--- src/rtl/piano_input_ctrl_if.sv ---
// rtl/piano_input_ctrl_if.sv - raw UI inputs and conditioned note/octave/ADSR outputs of piano_input_ctrl
interface piano_input_ctrl_if;
    logic [11:0] iKeys;
    logic        iOctUp;
    logic        iOctDown;
    logic        iAdsrUp;
    logic        iAdsrDown;
    logic        iAdsrNext;
    logic [3:0]  note;
    logic        note_in;
    logic        octave_plus_plus;
    logic        octave_minus_minus;
    logic        ADSR_plus_plus;
    logic        ADSR_minus_minus;
    logic [2:0]  ADSR_selector;
    logic [2:0]  oOctave;
    logic [15:0] oAdsrLevels;

    modport master (
        output iKeys, iOctUp, iOctDown, iAdsrUp, iAdsrDown, iAdsrNext,
        input  note, note_in, octave_plus_plus, octave_minus_minus,
               ADSR_plus_plus, ADSR_minus_minus, ADSR_selector, oOctave, oAdsrLevels
    );

    modport slave (
        input  iKeys, iOctUp, iOctDown, iAdsrUp, iAdsrDown, iAdsrNext,
        output note, note_in, octave_plus_plus, octave_minus_minus,
               ADSR_plus_plus, ADSR_minus_minus, ADSR_selector, oOctave, oAdsrLevels
    );
endinterface

--- src/rtl/piano_input_ctrl.sv ---
// rtl/piano_input_ctrl.sv - key/button sync+debounce, note encoder, octave and ADSR level control
// Optional build macro PULSE_STRETCH_EN stretches the ++/-- outputs to STRETCH_CYCLES cycles.
module piano_input_ctrl #(
    parameter int DEBOUNCE_CYCLES = 500000,
    parameter int OCT_MIN         = 0,
    parameter int OCT_MAX         = 7,
    parameter int OCT_RESET       = 4,
    parameter int LEVEL_RESET     = 8,
    parameter int STRETCH_CYCLES  = 32
) (
    input logic             iClock,
    input logic             iReset,
    piano_input_ctrl_if.slave bus
);
    localparam int NIN = 17;
    localparam int CW  = $clog2(DEBOUNCE_CYCLES + 1);

    logic [NIN-1:0] raw, sync1, sync2, stable, stable_q, rise;
    logic [CW-1:0]  db_cnt [NIN];

    logic [3:0]  note_r, enc;
    logic        note_in_r;
    logic [2:0]  octave;
    logic [1:0]  adsr_sel;
    logic [15:0] levels;
    logic [3:0]  cur_lev;
    logic [3:0]  evt, pulse_q;
    logic        oct_up, oct_dn, lev_up, lev_dn, next_ev;
    logic        oct_inc, oct_dec, lev_inc, lev_dec;

    // bits 0..11 keys, 12 oct up, 13 oct down, 14 adsr up, 15 adsr down, 16 adsr next
    assign raw = {bus.iAdsrNext, bus.iAdsrDown, bus.iAdsrUp, bus.iOctDown, bus.iOctUp, bus.iKeys};

    always_ff @(posedge iClock) begin
        if (iReset) begin
            sync1    <= '0;
            sync2    <= '0;
            stable   <= '0;
            stable_q <= '0;
            for (int i = 0; i < NIN; i++) db_cnt[i] <= '0;
        end else begin
            sync1    <= raw;
            sync2    <= sync1;
            stable_q <= stable;
            for (int i = 0; i < NIN; i++) begin
                if (sync2[i] != stable[i]) begin
                    if (db_cnt[i] == CW'(DEBOUNCE_CYCLES - 1)) begin
                        stable[i] <= sync2[i];
                        db_cnt[i] <= '0;
                    end else begin
                        db_cnt[i] <= db_cnt[i] + 1'b1;
                    end
                end else begin
                    db_cnt[i] <= '0;
                end
            end
        end
    end

    assign rise    = stable & ~stable_q;
    assign oct_up  = rise[12];
    assign oct_dn  = rise[13];
    assign lev_up  = rise[14];
    assign lev_dn  = rise[15];
    assign next_ev = rise[16];

    assign cur_lev = levels[{adsr_sel, 2'b00} +: 4];
    // Simultaneous up and down requests cancel each other.
    assign oct_inc = oct_up & ~oct_dn & (octave < 3'(OCT_MAX));
    assign oct_dec = oct_dn & ~oct_up & (octave > 3'(OCT_MIN));
    assign lev_inc = lev_up & ~lev_dn & (cur_lev != 4'hF);
    assign lev_dec = lev_dn & ~lev_up & (cur_lev != 4'h0);
    assign evt     = {lev_dec, lev_inc, oct_dec, oct_inc};

    always_comb begin
        enc = note_r;
        for (int i = 11; i >= 0; i--) begin
            if (stable[i]) enc = 4'(i);
        end
    end

`ifdef PULSE_STRETCH_EN
    localparam int SW = $clog2(STRETCH_CYCLES + 1);
    logic [SW-1:0] st_cnt [4];
`endif

    always_ff @(posedge iClock) begin
        if (iReset) begin
            note_r    <= '0;
            note_in_r <= 1'b0;
            octave    <= 3'(OCT_RESET);
            adsr_sel  <= '0;
            levels    <= {4{4'(LEVEL_RESET)}};
            pulse_q   <= '0;
`ifdef PULSE_STRETCH_EN
            for (int i = 0; i < 4; i++) st_cnt[i] <= '0;
`endif
        end else begin
            note_r    <= enc;
            note_in_r <= |stable[11:0];
            if (oct_inc) octave <= octave + 3'd1;
            else if (oct_dec) octave <= octave - 3'd1;
            // Level change uses the pre-advance selector when Next coincides.
            if (lev_inc) levels[{adsr_sel, 2'b00} +: 4] <= cur_lev + 4'd1;
            else if (lev_dec) levels[{adsr_sel, 2'b00} +: 4] <= cur_lev - 4'd1;
            if (next_ev) adsr_sel <= adsr_sel + 2'd1;
`ifdef PULSE_STRETCH_EN
            for (int i = 0; i < 4; i++) begin
                if (evt[i]) begin
                    pulse_q[i] <= 1'b1;
                    st_cnt[i]  <= SW'(STRETCH_CYCLES - 1);
                end else if (evt[i ^ 1]) begin
                    pulse_q[i] <= 1'b0;
                    st_cnt[i]  <= '0;
                end else if (st_cnt[i] != '0) begin
                    st_cnt[i]  <= st_cnt[i] - 1'b1;
                end else begin
                    pulse_q[i] <= 1'b0;
                end
            end
`else
            pulse_q <= evt;
`endif
        end
    end

    assign bus.note               = note_r;
    assign bus.note_in            = note_in_r;
    assign bus.octave_plus_plus   = pulse_q[0];
    assign bus.octave_minus_minus = pulse_q[1];
    assign bus.ADSR_plus_plus     = pulse_q[2];
    assign bus.ADSR_minus_minus   = pulse_q[3];
    assign bus.ADSR_selector      = {1'b0, adsr_sel};
    assign bus.oOctave            = octave;
    assign bus.oAdsrLevels        = levels;
endmodule

--- src/flat_wrapper.sv ---
// flat-port wrapper written by rule: the top's interface ports become plain ports
module piano_input_ctrl_flat 
#(
    parameter int DEBOUNCE_CYCLES = 500000,
    parameter int OCT_MIN         = 0,
    parameter int OCT_MAX         = 7,
    parameter int OCT_RESET       = 4,
    parameter int LEVEL_RESET     = 8,
    parameter int STRETCH_CYCLES  = 32
)
  (iClock, iReset, bus_iKeys, bus_iOctUp, bus_iOctDown, bus_iAdsrUp, bus_iAdsrDown, bus_iAdsrNext, bus_note, bus_note_in, bus_octave_plus_plus, bus_octave_minus_minus, bus_ADSR_plus_plus, bus_ADSR_minus_minus, bus_ADSR_selector, bus_oOctave, bus_oAdsrLevels);
  piano_input_ctrl_if bus_i ();
  input logic iClock;
  input logic iReset;
  input wire logic [$bits(bus_i.iKeys)-1:0] bus_iKeys;
  input wire logic [$bits(bus_i.iOctUp)-1:0] bus_iOctUp;
  input wire logic [$bits(bus_i.iOctDown)-1:0] bus_iOctDown;
  input wire logic [$bits(bus_i.iAdsrUp)-1:0] bus_iAdsrUp;
  input wire logic [$bits(bus_i.iAdsrDown)-1:0] bus_iAdsrDown;
  input wire logic [$bits(bus_i.iAdsrNext)-1:0] bus_iAdsrNext;
  output wire logic [$bits(bus_i.note)-1:0] bus_note;
  output wire logic [$bits(bus_i.note_in)-1:0] bus_note_in;
  output wire logic [$bits(bus_i.octave_plus_plus)-1:0] bus_octave_plus_plus;
  output wire logic [$bits(bus_i.octave_minus_minus)-1:0] bus_octave_minus_minus;
  output wire logic [$bits(bus_i.ADSR_plus_plus)-1:0] bus_ADSR_plus_plus;
  output wire logic [$bits(bus_i.ADSR_minus_minus)-1:0] bus_ADSR_minus_minus;
  output wire logic [$bits(bus_i.ADSR_selector)-1:0] bus_ADSR_selector;
  output wire logic [$bits(bus_i.oOctave)-1:0] bus_oOctave;
  output wire logic [$bits(bus_i.oAdsrLevels)-1:0] bus_oAdsrLevels;
  assign bus_i.iKeys = bus_iKeys;
  assign bus_i.iOctUp = bus_iOctUp;
  assign bus_i.iOctDown = bus_iOctDown;
  assign bus_i.iAdsrUp = bus_iAdsrUp;
  assign bus_i.iAdsrDown = bus_iAdsrDown;
  assign bus_i.iAdsrNext = bus_iAdsrNext;
  assign bus_note = bus_i.note;
  assign bus_note_in = bus_i.note_in;
  assign bus_octave_plus_plus = bus_i.octave_plus_plus;
  assign bus_octave_minus_minus = bus_i.octave_minus_minus;
  assign bus_ADSR_plus_plus = bus_i.ADSR_plus_plus;
  assign bus_ADSR_minus_minus = bus_i.ADSR_minus_minus;
  assign bus_ADSR_selector = bus_i.ADSR_selector;
  assign bus_oOctave = bus_i.oOctave;
  assign bus_oAdsrLevels = bus_i.oAdsrLevels;
  piano_input_ctrl #(.DEBOUNCE_CYCLES(DEBOUNCE_CYCLES), .OCT_MIN(OCT_MIN), .OCT_MAX(OCT_MAX), .OCT_RESET(OCT_RESET), .LEVEL_RESET(LEVEL_RESET), .STRETCH_CYCLES(STRETCH_CYCLES)) u_core (.iClock(iClock), .iReset(iReset), .bus(bus_i));
endmodule
--- config.mk ---
export PLATFORM = sky130hd
export DESIGN_NAME = piano_input_ctrl_flat
export DESIGN_NICKNAME = d
export VERILOG_FILES = /design/src/rtl/piano_input_ctrl_if.sv /design/src/rtl/piano_input_ctrl.sv /design/src/flat_wrapper.sv
export SDC_FILE = /design/constraint.sdc
export NUM_CORES = 1
export LEC_CHECK = 0
export CORE_MARGIN = 2
export CORE_UTILIZATION = 23
export DETAILED_ROUTE_END_ITERATION = 8
export PLACE_DENSITY = 0.42
export SLEW_MARGIN = 10
export SYNTH_ARGS = -nofsm -noshare
export SYNTH_HDL_FRONTEND = slang
export SYNTH_SLANG_ARGS = --single-unit
--- constraint.sdc ---
create_clock -name iClock -period 5.4 [get_ports iClock]
set_clock_uncertainty 0.15 [all_clocks]
set_input_delay 0.54 -clock iClock [delete_from_list [all_inputs] [get_ports iClock]]
set_output_delay 0.54 -clock iClock [all_outputs]
set_load 0.02 [all_outputs]
* After elaboration in Yosys (flattened, before gate mapping) *
Memories as Yosys holds them, arrays and structs flattened.
Cells that the tools add are included.
Widths: inputs -> output; s select.

operators by class
  add/sub/neg operators = 23
  magnitude comparators = 2
  equal/unequal tests = 35
  shift-type cells = 4
  multiplexer cells = 257
  bitwise logic cells = 65
  reduce and logical (&&, ||, !) cells = 29

operator list
  cell                    count
  $mux 19                 51
  $add 19x1->19 const B   17
  $eq 19x19->1 const B    17
  $mux 1                  190
  $or 1x1->1              51
  $reduce_and 2->1        17
  $bwmux 16               2
  $mux 16                 2
  $shiftx 4x6->16         2
  $mux 3                  6
  $and 17x17->17          1
  $ne 1x1->1              17
  $not 17->17             1
  $mux 4                  4
  $shift 4x6->16 const A  1
  $shiftx 16x5->4         1
  $reduce_or 12->1        1
  $reduce_bool 11->1      1
  $reduce_bool 10->1      1
  $reduce_or 9->1         1
  $and 1x1->1             8
  $reduce_bool 4->1       2
  $reduce_bool 8->1       1
  $neg 4->6               1
  14 further kinds        19

word-level totals
  bits in registers = 98
  RAM bits = 323
  input port bits = 19
  output and inout port bits = 31
  word-level logic and storage cells = 445
  memories kept = 1

memories
  memory         words  bits a word  read ports  clocked after memory_dff  write ports  RTL line                RTL
  u_core.db_cnt  17     19           17          0                         17           piano_input_ctrl.sv:19  logic [CW-1:0] db_cnt [NIN];

* Logic depth before layout (Yosys ltp) *
  depth after elaboration = 11
  mapped depth = 9
  depth with buffers taken out = 8

* Worst setup path after synthesis *
No wires, ideal clock.

  path kind = register -> register
  start point = reg u_core.adsr_sel[0]
  end point = reg u_core.levels[11] (netlist: u_core.bus.oAdsrLevels[11])
  setup time = 122 ps
  arrival time = 2628 ps
  data required time = 5128 ps
  setup slack = 2500 ps
  cell stages (with the launch flop) = 10
  buffers on the path = 1
  clock period less this slack = 2900 ps
  cell sequence = dfxtp_1 -> buf_6 -> mux4_2 -> inv_1 -> ha_1 -> nor3b_2 -> o21ai_4 -> and3b_1 -> and3_1 -> a221o_1

between the ends
  word-level cells in the longest chain between the ends = 6
  elaborated cells on any way between the ends = 16
  those cells by class = add/sub: 3; eq/ne: 1; shift: 4; mux: 4; bitwise: 2; reduce/logical: 2

ends and longest elaborated chain
  what                             RTL line                 RTL
  from (decl)                      piano_input_ctrl.sv:24   logic [1:0] adsr_sel;
  from (signal assigned)           piano_input_ctrl.sv:106  if (next_ev) adsr_sel <= adsr_sel + 2'd1;
  $shiftx 16x5->4                  piano_input_ctrl.sv:67   assign cur_lev = levels[{adsr_sel, 2'b00} +: 4];
  $sub 4x1->4                      piano_input_ctrl.sv:105  else if (lev_dec) levels[{adsr_sel, 2'b00} +: 4] <= cur_lev - 4'd1;
  $shiftx 4x6->16                  piano_input_ctrl.sv:105
  $bwmux 16                        piano_input_ctrl.sv:105
  $mux 16                          piano_input_ctrl.sv:105
  $mux 16                          piano_input_ctrl.sv:104  if (lev_inc) levels[{adsr_sel, 2'b00} +: 4] <= cur_lev + 4'd1;
  to (signal assigned)             piano_input_ctrl.sv:93   levels <= {4{4'(LEVEL_RESET)}};
  to (signal, indexed assignment)  piano_input_ctrl.sv:104
  to (signal, indexed assignment)  piano_input_ctrl.sv:105
  to (decl)                        piano_input_ctrl.sv:25   logic [15:0] levels;

Parallel ways exist; a longest one is shown, timed or not. The select of a mux whose other input is x is not followed.
A chain may end at the register's enable or synchronous reset.

* Worst setup path after layout *
  start point = reg u_core.adsr_sel[0]
  end point = reg u_core.levels[7] (netlist: u_core.bus.oAdsrLevels[7])

Same word-level chain as after synthesis.

==> impl_metrics.py <==
metrics = {
    "setup_path": {
        "slowest_delay_ps": 690,
        "cpLargestDelayFamily": "simple AND/OR/NAND/NOR gates",
        "end_kind": "flip-flop",
        "crit_fanout": 14,
        "critPathBufInv": 1,
        "setup.worst_path.start_class": "flip-flop",
        "crit_slowest_cell": "dfxtp_1",
        "arrival_ps": 3460,
        "crit_type": "reg2reg",
        "worstPathRequired_ps": 5710,
        "cp_cell_sequence": "mux4_2, inv_1, ha_1, nor3b_2, o21ai_4, and3b_1, and3_1, a221o_1",
    },
    "clock_network": {
        "clock_path_buffers": 3,
        "post_cts_resized": 0,
        "postCtsHoldBufs": 0,
        "cts_tree": "yes",
        "cts_root_buf": "clkbuf_16",
        "cts.clk_slew.worst_paths_ps": 60,
        "htreeDepth": 2,
        "postCtsSetupRepairBufs": 0,
        "cts.sinks": 409,
        "cts_buffers": 50,
        "clk_latency_ps": 590,
    },
    "min_path": {
        "worstHoldPathType": "in2reg",
    },
    "yosys": {
        "syn_avg_cell_area_um2": 10.6,
        "synth_common_cells": "441 x nor2_1, 323 x edfxtp_1, 173 x xor2_1",
        "synth_edf_count": 323,
        "ys_seq_area_share_pct": 56.3,
        "synth_ff_type": "edfxtp_1",
        "synth_warnings": 0,
        "ys_ff_latch": 409,
        "synth_most_common_cell": "nor2_1",
        "synth_area_mm2": 0.0203,
        "synth_top_area_share_pct": 47.9,
        "synth_cell_types": 55,
        "synth_area_leaders": "edfxtp_1 48%, dfxtp_1 8.5%, nor2_1 8.2%",
        "synth_top_area_cell": "edfxtp_1",
        "netlist_instances": 1921,
        "ys_async_sr_fraction_pct": 0,
    },
    "floorplan": {
        "die_y_um": 301,
        "die-area_mm2": 0.0905,
        "ios": 50,
        "rows": 108,
        "initial_core_util_pct": 23.3,
        "die_x_um": 301,
        "fp.coreArea_mm2": 0.0870,
    },
    "final_layout": {
        "syn2layout_area_growth_pct": 22.2,
        "design_area_mm2": 0.0248,
        "nNetsFinal": 2338,
        "diodes": 0,
        "fillers": 9205,
        "drive_gt1_share_pct": 3.89,
        "fin_cells": 3492,
    },
    "power": {
        "swShare_pct": 22.7,
        "power_density_mw_per_mm2": 284,
        "p_sw_w": 0.00160,
        "p_clk_share_pct": 45.1,
        "seq_power_share_pct": 51.5,
        "p_leak_nw": 8.47,
        "combPwrFrac_pct": 3.4,
        "irDropWorstVdd_mv": 0.246,
        "p_int_w": 0.00545,
    },
    "detailed_routing": {
        "wl_per_cell_um": 11.3,
        "dr.pass1.iters": 4,
        "vias": 13735,
        "ant_nets": 0,
        "routed_via_density": 3.93,
        "drc": 0,
        "drtIter0Drc": 596,
        "finalWirelength_mm": 39.5,
    },
    "placed_design": {
        "port_buffers": 48,
        "gp_congestion": 0.760,
        "dp_hpwl_mm": 27.7,
        "dp.cells": 3398,
        "place_area_mm2": 0.0232,
    },
    "sta": {
        "fin_crit_ps": 3140,
        "finalHoldViolations": 0,
        "setup-tns-final_ps": 0,
        "drv_slew": 0,
        "period_share_pct": 58.2,
        "setup_viol": 0,
        "fmax_mhz": 318,
        "rsz0062_at_grt": "no",
        "worst_pin_slew_ps": 850,
        "relSlewSlack_pct": 42.8,
    },
    "outcome": {
        "status": "complete, no violations",
    },
    "grt": {
        "gr-total-overflow": 0,
        "antenna_found_initial": 1,
        "grt_pass1_vias": 13428,
        "grt_pass1_wl_mm": 66.6,
        "grt.busiest_layer": "met2",
        "grt.total_usage_pct": 8.83,
        "use_met1_pct": 12.0,
        "met2_usage_pct": 14.0,
        "met3_usage_pct": 1.77,
        "grt_max_degree": 52,
    },
    "run": {
        "drv_cap": 0,
    },
}
path summary, 6_finish.rpt:
check / start / to / slack, ps / depth (start not counted)
setup / recovery: u_core.adsr_sel[0]$_SDFFE_PP0P_ / u_core.bus.oAdsrLevels[7]$_SDFFE_PP1P_ / 2260 / 8
setup reg to reg: u_core.adsr_sel[0]$_SDFFE_PP0P_ / u_core.bus.oAdsrLevels[7]$_SDFFE_PP1P_ / 2260 / 8
hold / removal: iReset / u_core.stable[2]$_SDFFE_PP0P_ / 290 / 2
hold reg to reg: u_core.sync1[13]$_SDFF_PP0_ / u_core.sync2[13]$_SDFF_PP0_ / 290 / 1
metrics by stage:
step	hold slack [ps]	worst slack, ps	total power (W)	utilization (%)
final	286	2260	0.00704	28.5
after global routing	296	2060	0.00737	28.5
after CTS	256	2260	0.00720	28.5
after detailed placement	274	2270	0.00393	26.7
after global placement	273	2320	0.00392	26.7
after floorplan	264	2500	0.00385	-
sequential cells by signal, indices dropped and copies added, names as in the netlist, named ones only:
signal / count
u_core.db_cnt: 323
u_core.stable: 17
u_core.sync1: 17
u_core.sync2: 17
u_core.bus.oAdsrLevels: 12
u_core.stable_q: 5
u_core.bus.note: 4
u_core.pulse_q: 4
u_core.bus.oOctave: 3
u_core.adsr_sel: 2
u_core.bus.note_in: 1
worst register-to-register path: cells and delay by family, from the launching register on:
family / cells / cell delay (ps)
AOI/OAI and AO/OA: 2 / 490
adders and majority gates: 1 / 190
buffers and inverters: 1 / 110
DFF: 1 / 690
muxes: 1 / 680
and+or+nand+nor: 3 / 730
final cells by class:
type	instances	area [um2]	area share [%]
repair buffers	49	485	1.96
multi-input cells	1739	9690	39.1
inverters	46	173	0.697
clock buffers	75	1430	5.76
well taps	1155	1450	5.84
flip-flops and latches	409	11400	46.1
clock inverters	19	124	0.500
power by group through the flow:
stage / logic [W] / registers (W) / clock network, W
floorplan: 0.000191 / 0.00366 / 0
global placement: 0.000232 / 0.00369 / 0
detailed placement: 0.000232 / 0.00370 / 0
CTS: 0.000235 / 0.00363 / 0.00334
global route: 0.000279 / 0.00365 / 0.00344
finish: 0.000236 / 0.00363 / 0.00318
cell families (layout without fill, tap and decap cells):
kind of cell | Yosys count | in the layout | synth area share [%]
and+or+nand+nor | 1015 | 1015 | 24.1
adders and majority gates | 24 | 24 | 1.52
DFF | 409 | 409 | 56.3
muxes | 22 | 22 | 1.35
other | 2 | 324 | 0.0371
xor gates and xnor gates | 308 | 308 | 13.3
buffers and inverters | 95 | 189 | 1.83
AOI/OAI and AO/OA | 46 | 46 | 1.48
layout by cell type, fill, tap and decap left out, types with 14 or more instances in the layout:
master,netlist,routed
a21oi_1,15,15
and3_1,28,28
and4_1,27,27
clkbuf_1,39,18
clkbuf_16,0,51
clkdlybuf4s50_1,0,47
conb_1,2,324
dfxtp_1,86,86
edfxtp_1,323,323
ha_1,23,23
inv_1,46,46
mux2i_1,18,18
nand2_1,134,134
nand2b_1,14,14
nand3_1,127,127
nand4_1,53,53
nor2_1,441,441
nor2b_1,49,49
nor3_1,35,35
nor4_1,31,31
nor4b_1,21,21
or3_1,22,22
xnor2_1,135,135
xor2_1,173,173
routing by layer:
metal / vias up / wire (um)
met5: - / 0
met4: 0 / 1060
met3: 64 / 1400
met2: 138 / 17100
met1: 6400 / 20000
li1: 7133 / -
(Power assumes the default switching activity.)
